### src/rtl/sm83_pc_seq.sv
// SM83 program-counter sequencer: holds PC, arbitrates for the address bus on
// opcode fetch, and applies increment / load / relative / RST / IRQ updates.
module sm83_pc_seq #(
  parameter logic [15:0] RESET_PC   = 16'h0000,
  parameter logic [15:0] IRQ_BASE   = 16'h0040,
  parameter int          IRQ_STRIDE = 8
) (
  input  logic        clk,
  input  logic        nreset,
  input  logic        cmd_valid,
  output logic        cmd_ready,
  input  logic [2:0]  cmd_op,
  input  logic [15:0] cmd_data,
  output logic        bus_req,
  input  logic        bus_gnt,
  output logic        addr_oe,
  output logic [15:0] addr_out,
  output logic [15:0] pc,
  output logic        irq_ack,
  output logic [2:0]  irq_idx,
  output logic        busy
);

  localparam logic [1:0] ST_IDLE  = 2'd0;
  localparam logic [1:0] ST_REQ   = 2'd1;
  localparam logic [1:0] ST_DRIVE = 2'd2;
  localparam logic [1:0] ST_UPD   = 2'd3;

  localparam logic [2:0] OP_FETCH = 3'd0;
  localparam logic [2:0] OP_LOAD  = 3'd1;
  localparam logic [2:0] OP_REL   = 3'd2;
  localparam logic [2:0] OP_RST   = 3'd3;
  localparam logic [2:0] OP_IRQ   = 3'd4;

  localparam logic [15:0] STRIDE_W = 16'(IRQ_STRIDE);

  function automatic logic [15:0] sext8(input logic [7:0] v);
    return {{8{v[7]}}, v};
  endfunction

  // Lowest set bit has the highest interrupt priority.
  function automatic logic [2:0] lowest_set(input logic [4:0] mask);
    logic [2:0] idx;
    idx = 3'd0;
    for (int i = 4; i >= 0; i--) begin
      if (mask[i]) begin
        idx = 3'(i);
      end
    end
    return idx;
  endfunction

  function automatic logic [15:0] irq_vector(input logic [2:0] idx);
    return IRQ_BASE + ({13'd0, idx} * STRIDE_W);
  endfunction

  logic [1:0]  state_r;
  logic [15:0] pc_r;
  logic [2:0]  op_r;
  logic [15:0] data_r;
  logic        cmd_ready_r;
  logic        bus_req_r;
  logic        addr_oe_r;
  logic [15:0] addr_out_r;
  logic        irq_ack_r;
  logic [2:0]  irq_idx_r;
  logic        busy_r;

  logic [1:0]  state_nxt_s;
  logic [15:0] pc_nxt_s;
  logic        accept_s;
  logic        irq_hit_s;
  logic [2:0]  irq_new_idx_s;

  assign accept_s      = cmd_valid & cmd_ready_r;
  assign irq_new_idx_s = lowest_set(cmd_data[4:0]);
  assign irq_hit_s     = accept_s & (cmd_op == OP_IRQ) & (|cmd_data[4:0]);

  // Next-state decode for the sequencer FSM.
  always_comb begin
    state_nxt_s = state_r;
    case (state_r)
      ST_IDLE: begin
        if (accept_s) begin
          state_nxt_s = (cmd_op == OP_FETCH) ? ST_REQ : ST_UPD;
        end else begin
          state_nxt_s = ST_IDLE;
        end
      end
      ST_REQ: begin
        if (bus_gnt) begin
          state_nxt_s = ST_DRIVE;
        end else begin
          state_nxt_s = ST_REQ;
        end
      end
      ST_DRIVE: state_nxt_s = ST_IDLE;
      ST_UPD:   state_nxt_s = ST_IDLE;
      default:  state_nxt_s = ST_IDLE;
    endcase
  end

  // PC update applied at the edge leaving DRIVE or UPD; captured operands only.
  always_comb begin
    pc_nxt_s = pc_r;
    case (state_r)
      ST_DRIVE: begin
        if (data_r[0]) begin
          pc_nxt_s = pc_r;
        end else begin
          pc_nxt_s = pc_r + 16'd1;
        end
      end
      ST_UPD: begin
        case (op_r)
          OP_LOAD: pc_nxt_s = data_r;
          OP_REL:  pc_nxt_s = pc_r + sext8(data_r[7:0]);
          OP_RST:  pc_nxt_s = {10'd0, data_r[2:0], 3'b000};
          OP_IRQ: begin
            if (|data_r[4:0]) begin
              pc_nxt_s = irq_vector(lowest_set(data_r[4:0]));
            end else begin
              pc_nxt_s = pc_r;
            end
          end
          default: pc_nxt_s = pc_r;
        endcase
      end
      default: pc_nxt_s = pc_r;
    endcase
  end

  // State, PC and command capture registers.
  always_ff @(posedge clk or negedge nreset) begin
    if (!nreset) begin
      state_r <= ST_IDLE;
      pc_r    <= RESET_PC;
      op_r    <= 3'd0;
      data_r  <= 16'd0;
    end else begin
      state_r <= state_nxt_s;
      pc_r    <= pc_nxt_s;
      if (accept_s) begin
        op_r   <= cmd_op;
        data_r <= cmd_data;
      end else begin
        op_r   <= op_r;
        data_r <= data_r;
      end
    end
  end

  // Outputs registered from the next state so they line up with state_r.
  always_ff @(posedge clk or negedge nreset) begin
    if (!nreset) begin
      cmd_ready_r <= 1'b1;
      busy_r      <= 1'b0;
      bus_req_r   <= 1'b0;
      addr_oe_r   <= 1'b0;
      addr_out_r  <= 16'd0;
      irq_ack_r   <= 1'b0;
      irq_idx_r   <= 3'd0;
    end else begin
      cmd_ready_r <= (state_nxt_s == ST_IDLE);
      busy_r      <= (state_nxt_s != ST_IDLE);
      bus_req_r   <= (state_nxt_s == ST_REQ) || (state_nxt_s == ST_DRIVE);
      addr_oe_r   <= (state_nxt_s == ST_DRIVE);
      addr_out_r  <= (state_nxt_s == ST_DRIVE) ? pc_nxt_s : 16'd0;
      irq_ack_r   <= irq_hit_s;
      irq_idx_r   <= irq_hit_s ? irq_new_idx_s : 3'd0;
    end
  end

  assign cmd_ready = cmd_ready_r;
  assign busy      = busy_r;
  assign bus_req   = bus_req_r;
  assign addr_oe   = addr_oe_r;
  assign addr_out  = addr_out_r;
  assign pc        = pc_r;
  assign irq_ack   = irq_ack_r;
  assign irq_idx   = irq_idx_r;

endmodule

### config.mk
export PLATFORM = sky130hd
export DESIGN_NAME = sm83_pc_seq
export DESIGN_NICKNAME = d
export VERILOG_FILES = /design/src/rtl/sm83_pc_seq.sv
export SDC_FILE = /design/constraint.sdc
export NUM_CORES = 1
export LEC_CHECK = 0
export ABC_CLOCK_PERIOD_IN_PS = 6100
export CAP_MARGIN = 10
export CORE_MARGIN = 2
export CORE_UTILIZATION = 52
export CTS_CLUSTER_DIAMETER = 120
export DETAILED_ROUTE_END_ITERATION = 7
export GPL_ROUTABILITY_DRIVEN = 1
export GPL_TIMING_DRIVEN = 0
export PLACE_DENSITY = 0.85
export SLEW_MARGIN = 20
export SYNTH_ARGS = -nofsm -noshare
export SYNTH_HDL_FRONTEND = slang
export SYNTH_SLANG_ARGS = --single-unit
### constraint.sdc
create_clock -name clk -period 6.1 [get_ports clk]
set_input_delay 1.22 -clock clk [delete_from_list [all_inputs] [get_ports clk]]
set_output_delay 1.22 -clock clk [all_outputs]
set_load 0.005 [all_outputs]
After elaboration in Yosys (flattened, before gate mapping)
Index checks and enable logic that the tools add are counted.
{"block": "word_totals", "output_inout_bits": 40, "inputBits": 23, "register_bits": 61, "wordCells": 58}
{"block": "op_classes", "bitwise_logic": 3, "muxes": 23, "reduce_logical": 8, "n_eq_ne": 10, "add_sub_neg": 3}
{"operator": "$pmux 16 s4", "n": 1}
{"operator": "$mux 16", "n": 3}
{"operator": "$mux 3", "n": 14}
{"operator": "$pmux 16 s2", "n": 1}
{"operator": "$add 16x1->16 const B", "n": 1}
{"operator": "$add 16x16->16", "n": 1}
{"operator": "$reduce_or 5->1", "n": 2}
{"operator": "$add 7x6->8 const A", "n": 1}
{"operator": "$eq 2x2->1 const B", "n": 3}
{"operator": "$eq 3x2->1 const B", "n": 2}
{"operator": "$eq 3x3->1 const B", "n": 2}
{"operator": "$mux 2", "n": 3}
{"operator": "$pmux 2 s3", "n": 1}
{"operator": "$eq 2x1->1 const B", "n": 2}
{"operator": "$logic_not 2->1", "n": 2}
{"operator": "$and 1x1->1", "n": 3}
{"operator": "$eq 3x1->1 const B", "n": 1}
{"operator": "$logic_not 3->1", "n": 1}
{"operator": "$reduce_bool 2->1", "n": 1}
{"operator": "$reduce_or 2->1", "n": 1}
{"operator": "$logic_or 1x1->1", "n": 1}

Longest topological paths before layout
{"block": "logic_depth", "word_depth": 13, "depth_mapped": 9, "ltp_nobuf": 9}

Worst setup path after synthesis
OpenSTA, ideal clock, no wires.
{"block": "synth_timing", "kind": "input -> register", "from": "in cmd_valid", "to": "reg addr_out_r[5], in the netlist addr_out[5]", "path_slack_ns": 3.441, "setup_time_ns": 0.083, "required_ns": 6.017, "n_path_buf": 0, "arrival_ns": 2.576, "stages": 9, "path_cell_list": "nand2_1 -> nor3_1 -> a21oi_1 -> or2_2 -> inv_1 -> ha_1 -> inv_1 -> or2_2 -> o22ai_1"}
{"block": "synth_via", "elab_chain_len": 5}
{"item": "from (decl)", "line": "10", "rtl": "input logic cmd_valid,"}
{"item": "$and 1x1->1", "line": "75", "rtl": "assign accept_s = cmd_valid & cmd_ready_r;"}
{"item": "$mux 2", "line": "84", "rtl": "if (accept_s) begin"}
{"item": "$pmux 2 s3", "line": "82", "rtl": "case (state_r)"}
{"item": "named net state_nxt_s[1]", "line": "69", "rtl": "logic [1:0] state_nxt_s;"}
{"item": "$eq 2x2->1", "line": "168", "rtl": "addr_out_r <= (state_nxt_s == ST_DRIVE) ? pc_nxt_s : 16'd0;"}
{"item": "$mux 16", "line": "168"}
{"item": "to (signal assigned)", "line": "168"}
{"item": "to (decl)", "line": "64", "rtl": "logic [15:0] addr_out_r;"}
The timed path passes the listed nets, and every way through them passes these cells.
A chain may end at the register's enable or synchronous reset.

Worst setup path after layout
{"block": "layout_timing", "from": "in cmd_valid", "to": "reg addr_out_r[4], in the netlist addr_out[4]"}
The elaborated chain is that of the path after synthesis.

==> results.json <==
{
  "report.final.slew_viol_count": 0,
  "global_route.usage.met1": 0.406,
  "area_delta_synth_final_pct": 23.1,
  "ports_placed_on_the_boundary": 63,
  "syn-num-nets": 502,
  "clock-root-buffer": "clkbuf_8",
  "postCtsSetupRepairBufs": 0,
  "numCtsBuffers": 9,
  "worst-r2r-cell-count": 6,
  "max-clock-path-buffers": 2,
  "fp.dieArea_mm2": 0.00865,
  "power-per-cell-area_mw_per_mm2": 588,
  "clock-skew-final_ns": 0.0102,
  "ys_ff_latch": 61,
  "maximum_resistive_drop_on_vdd_mv": 0.279,
  "cts.htree.levels": 3,
  "path_max_fanout": 10,
  "report.final.setup_viol": 0,
  "antenna-diode-count": 0,
  "startpoint_type": "input pin",
  "regToRegEndpoint": "pc[5]",
  "syn-instance-count": 460,
  "async_flop_share": 1.00,
  "drive_gt1_frac": 0.104,
  "row_count": 32,
  "max_freq_mhz": 294,
  "hold_buffers": 0,
  "routed-via-count": 4116,
  "grt_busiest_layer": "met2",
  "post_synth_instance_area_mm2": 0.00412,
  "routedWlPerCell_um": 19.0,
  "timing.hold.worst.class": "flop to flop",
  "first_global_vias": 3841,
  "launch_point_of_the_worst_reg_to_reg_path": "data_r[1]",
  "worst_path_most_repeated_cell": "inv_1",
  "cp_slowest_cell": "clkdlybuf4s50_1",
  "port_buffers": 62,
  "grt_first_pass_wirelength_um": 19800,
  "critical_path.endpoint": "addr_out[4]",
  "final_gp_congestion": 0.947,
  "category_of_cells_accounting_for_the_largest_share_of_critical_path_delay": "buffers and inverters",
  "portion_of_the_clock_cycle_consumed_by_the_worst_path_in_the_final_layout": 0.557,
  "design.core.area_mm2": 0.00769,
  "worst_ep_required_time_ns": 6.36,
  "cts_tree": "done",
  "dominantRegCellSynth": "dfrtp_1",
  "yosysWarningCount": 0,
  "critPathCaptureType": "flop",
  "fp.dieH_um": 93,
  "worstPathArrival_ns": 3.66,
  "grt_remaining_overflow": 0,
  "grt_usage": 0.298,
  "path_cells": "clkdlybuf4s50_1, nand2_1, nor3_1, a21oi_1, or2_2, inv_1, ha_1, inv_1, clkbuf_1, a311oi_1",
  "use_met3": 0.0532,
  "mapped_avg_cell_area_um2": 8.95,
  "unrepaired_setup_endpoints_after_global_routing": "no",
  "synth_sequential_area_ratio": 0.371,
  "worst_hold_margin_ns": 0.514,
  "clk-insertion-delay-late_ns": 0.35,
  "fin_nets": 576,
  "hold_viol_final": 0,
  "route.detailed.vias_per_inst": 6.42,
  "design_power_total_mw": 2.98,
  "clk_pin_slew_ns": 0.08,
  "detail_route.first_pass.iterations": 6,
  "critical-path-max-stage-delay_ns": 0.49,
  "worstSetupPathDepth": 10,
  "cts_repair_resize_count": 0,
  "detail_route.wirelength_um": 12200,
  "synth_edf_count": 0,
  "grt_antenna_before_repair": 0,
  "finalCriticalPeriod_ns": 3.40,
  "path_class": "input pin to flop",
  "floorplan.initialDensity": 0.536,
  "power_leakage_nw": 2.06,
  "max_cap_viol_count": 0,
  "dp_hpwl_um": 9190,
  "drt_first_iter_violations": 420,
  "antenna_left": 0,
  "worst_setup_path_startpoint": "cmd_valid",
  "reg_to_reg_setup_timing_slack_ns": 3.47,
  "status": "finished, final reports clean",
  "utilization": 0.660,
  "die-width_um": 93,
  "synth.distinct_cells": 66,
  "maximum_number_of_pins_on_one_net_before_global_route_repair": 32,
  "cts.sinks": 61,
  "critPathBufInv": 4,
  "timing.max_slew.rel_slack": 0.537,
  "timing_worst_slew_pin_value_ns": 0.687,
  "drt_drc_violations_left": 0,
  "setup_total_negative_slack_ns": 0,
  "grtUsageMet2": 0.480
}
-- cells by family (layout without fill, tap and decap cells) --
logic type,after synthesis,after routing,share of synthesized area
AO/OA/AOI/OAI,146,146,0.240
multiplexers,23,23,0.0608
AND/OR/NAND/NOR,162,162,0.209
adder cells (fa/ha/maj),19,19,0.0595
XOR/XNOR,9,9,0.0191
buffers and inverters,40,119,0.0401
flip-flops,61,61,0.371
-- metal layers --
layer,part of all wire,up-vias,routed length [um]
met5,0,-,0
li1,-,1894,-
met1,0.43,1972,5210
met4,0.019,0,233
met2,0.47,230,5760
met3,0.082,20,1000
-- metrics by stage --
step           worst slack [ns]  std cells  area, um2
5_1_grt                    2.52        641       5070
2_1_floorplan              3.44        460       4120
3_3_place_gp               1.97        624       4870
6_report                   2.70        641       5070
3_5_place_dp               2.34        625       4880
4_1_cts                    2.70        641       5070
-- worst register-to-register path, stage by stage (launching register included) --
cell and delay (ns):
dfrtp_1 0.55, ha_1 0.32, a211oi_1 0.43, o21ai_0 0.37
xor2_1 0.26, a221oi_1 0.41, o22ai_1 0.15
-- synthesized netlist by cell type (all sizes together), types with 3 or more instances --
| cell type | instances | area (um2) |
|---|---|---|
| and2 | 5 | 31.3 |
| ha | 18 | 225 |
| o21a | 8 | 60.1 |
| clkbuf | 16 | 60.1 |
| mux2i | 7 | 70.1 |
| nand3 | 13 | 65.1 |
| nand2b | 3 | 18.8 |
| nor3 | 20 | 100 |
| buf | 9 | 48.8 |
| nor2 | 26 | 105 |
| nand3b | 4 | 30.0 |
| and4 | 3 | 26.3 |
| o211ai | 6 | 45.0 |
| a221oi | 4 | 35.0 |
| a31oi | 11 | 68.8 |
| mux2 | 16 | 180 |
| or2 | 4 | 25.0 |
| o21ai | 24 | 124 |
| or3b | 3 | 26.3 |
| a21oi | 31 | 155 |
| xnor2 | 5 | 43.8 |
| a41oi | 3 | 33.8 |
| inv | 15 | 56.3 |
| or3 | 7 | 43.8 |
| a211oi | 10 | 75.1 |
| dfrtp | 60 | 1500 |
| nand2 | 41 | 154 |
| nor2b | 9 | 56.3 |
| a21o | 13 | 97.6 |
| or4 | 3 | 30.0 |
| a311oi | 4 | 35.0 |
| xor2 | 4 | 35.0 |
| a22oi | 4 | 30.0 |
| nand4 | 9 | 56.3 |
| o22ai | 6 | 37.5 |
| nor3b | 3 | 22.5 |
| nor4 | 5 | 31.3 |
-- power by group --
group / leakage [nW] / switching (mW) / total [mW] / internal (mW)
Sequential: 0.758 / 0.229 / 0.808 / 0.579
Combinational: 1.21 / 1.05 / 1.83 / 0.784
Clock: 0.0928 / 0.180 / 0.341 / 0.161
Total: 2.06 / 1.46 / 2.98 / 1.52
-- flip-flops by register name, indices dropped and copies added (netlist names) --
name and flops:
cmd_ready 1, bus_req 1, data_r 16, op_r 3
irq_ack 1, state_r 2, addr_out 16, busy 1
irq_idx 3, addr_oe 1, pc 16
-- how the worst min path moves through the flow --
stage,startpoint,endpoint,slack [ns],cells after the start
detailed placement,data_r[15],data_r[15],0.50,1
floorplan,data_r[8],data_r[8],0.48,1
global route,data_r[15],data_r[15],0.53,1
finish,data_r[15],data_r[15],0.51,1
global placement,data_r[13],data_r[13],0.49,1
CTS,data_r[15],data_r[15],0.52,1
-- cell type report --
class | instances | area (um2)
clock buffers | 10 | 138
multi-input cells | 359 | 2430
repair buffers | 63 | 638
well taps | 102 | 128
plain buffers | 25 | 109
clock inverters | 6 | 47.5
inverters | 15 | 56.3
flip-flops and latches | 61 | 1530
fillers | 638 | 2620
-- layout by cell type, fill, tap and decap left out, types with 4 or more instances in the layout --
cell             instances
clkbuf_8                10
dfrtp_1                 60
o21a_1                   8
or2_2                    4
a311oi_1                 4
nor3_1                  20
o211ai_1                 6
nor2b_1                  9
a22oi_1                  4
a221oi_1                 4
clkdlybuf4s50_1         61
nor2_1                  25
mux2i_1                  7
clkbuf_1                16
nand4_1                  9
a31oi_1                 11
buf_2                    6
inv_1                   15
a211oi_1                10
o21ai_0                 23
nand2_1                 41
and2_1                   5
nand3b_1                 4
o22ai_1                  6
xor2_1                   4
ha_1                    18
xnor2_1                  5
nor4_1                   5
mux2_2                  16
a21oi_1                 31
or3_1                    7
a21o_1                  13
nand3_1                 13
(Power assumes the default switching activity.)
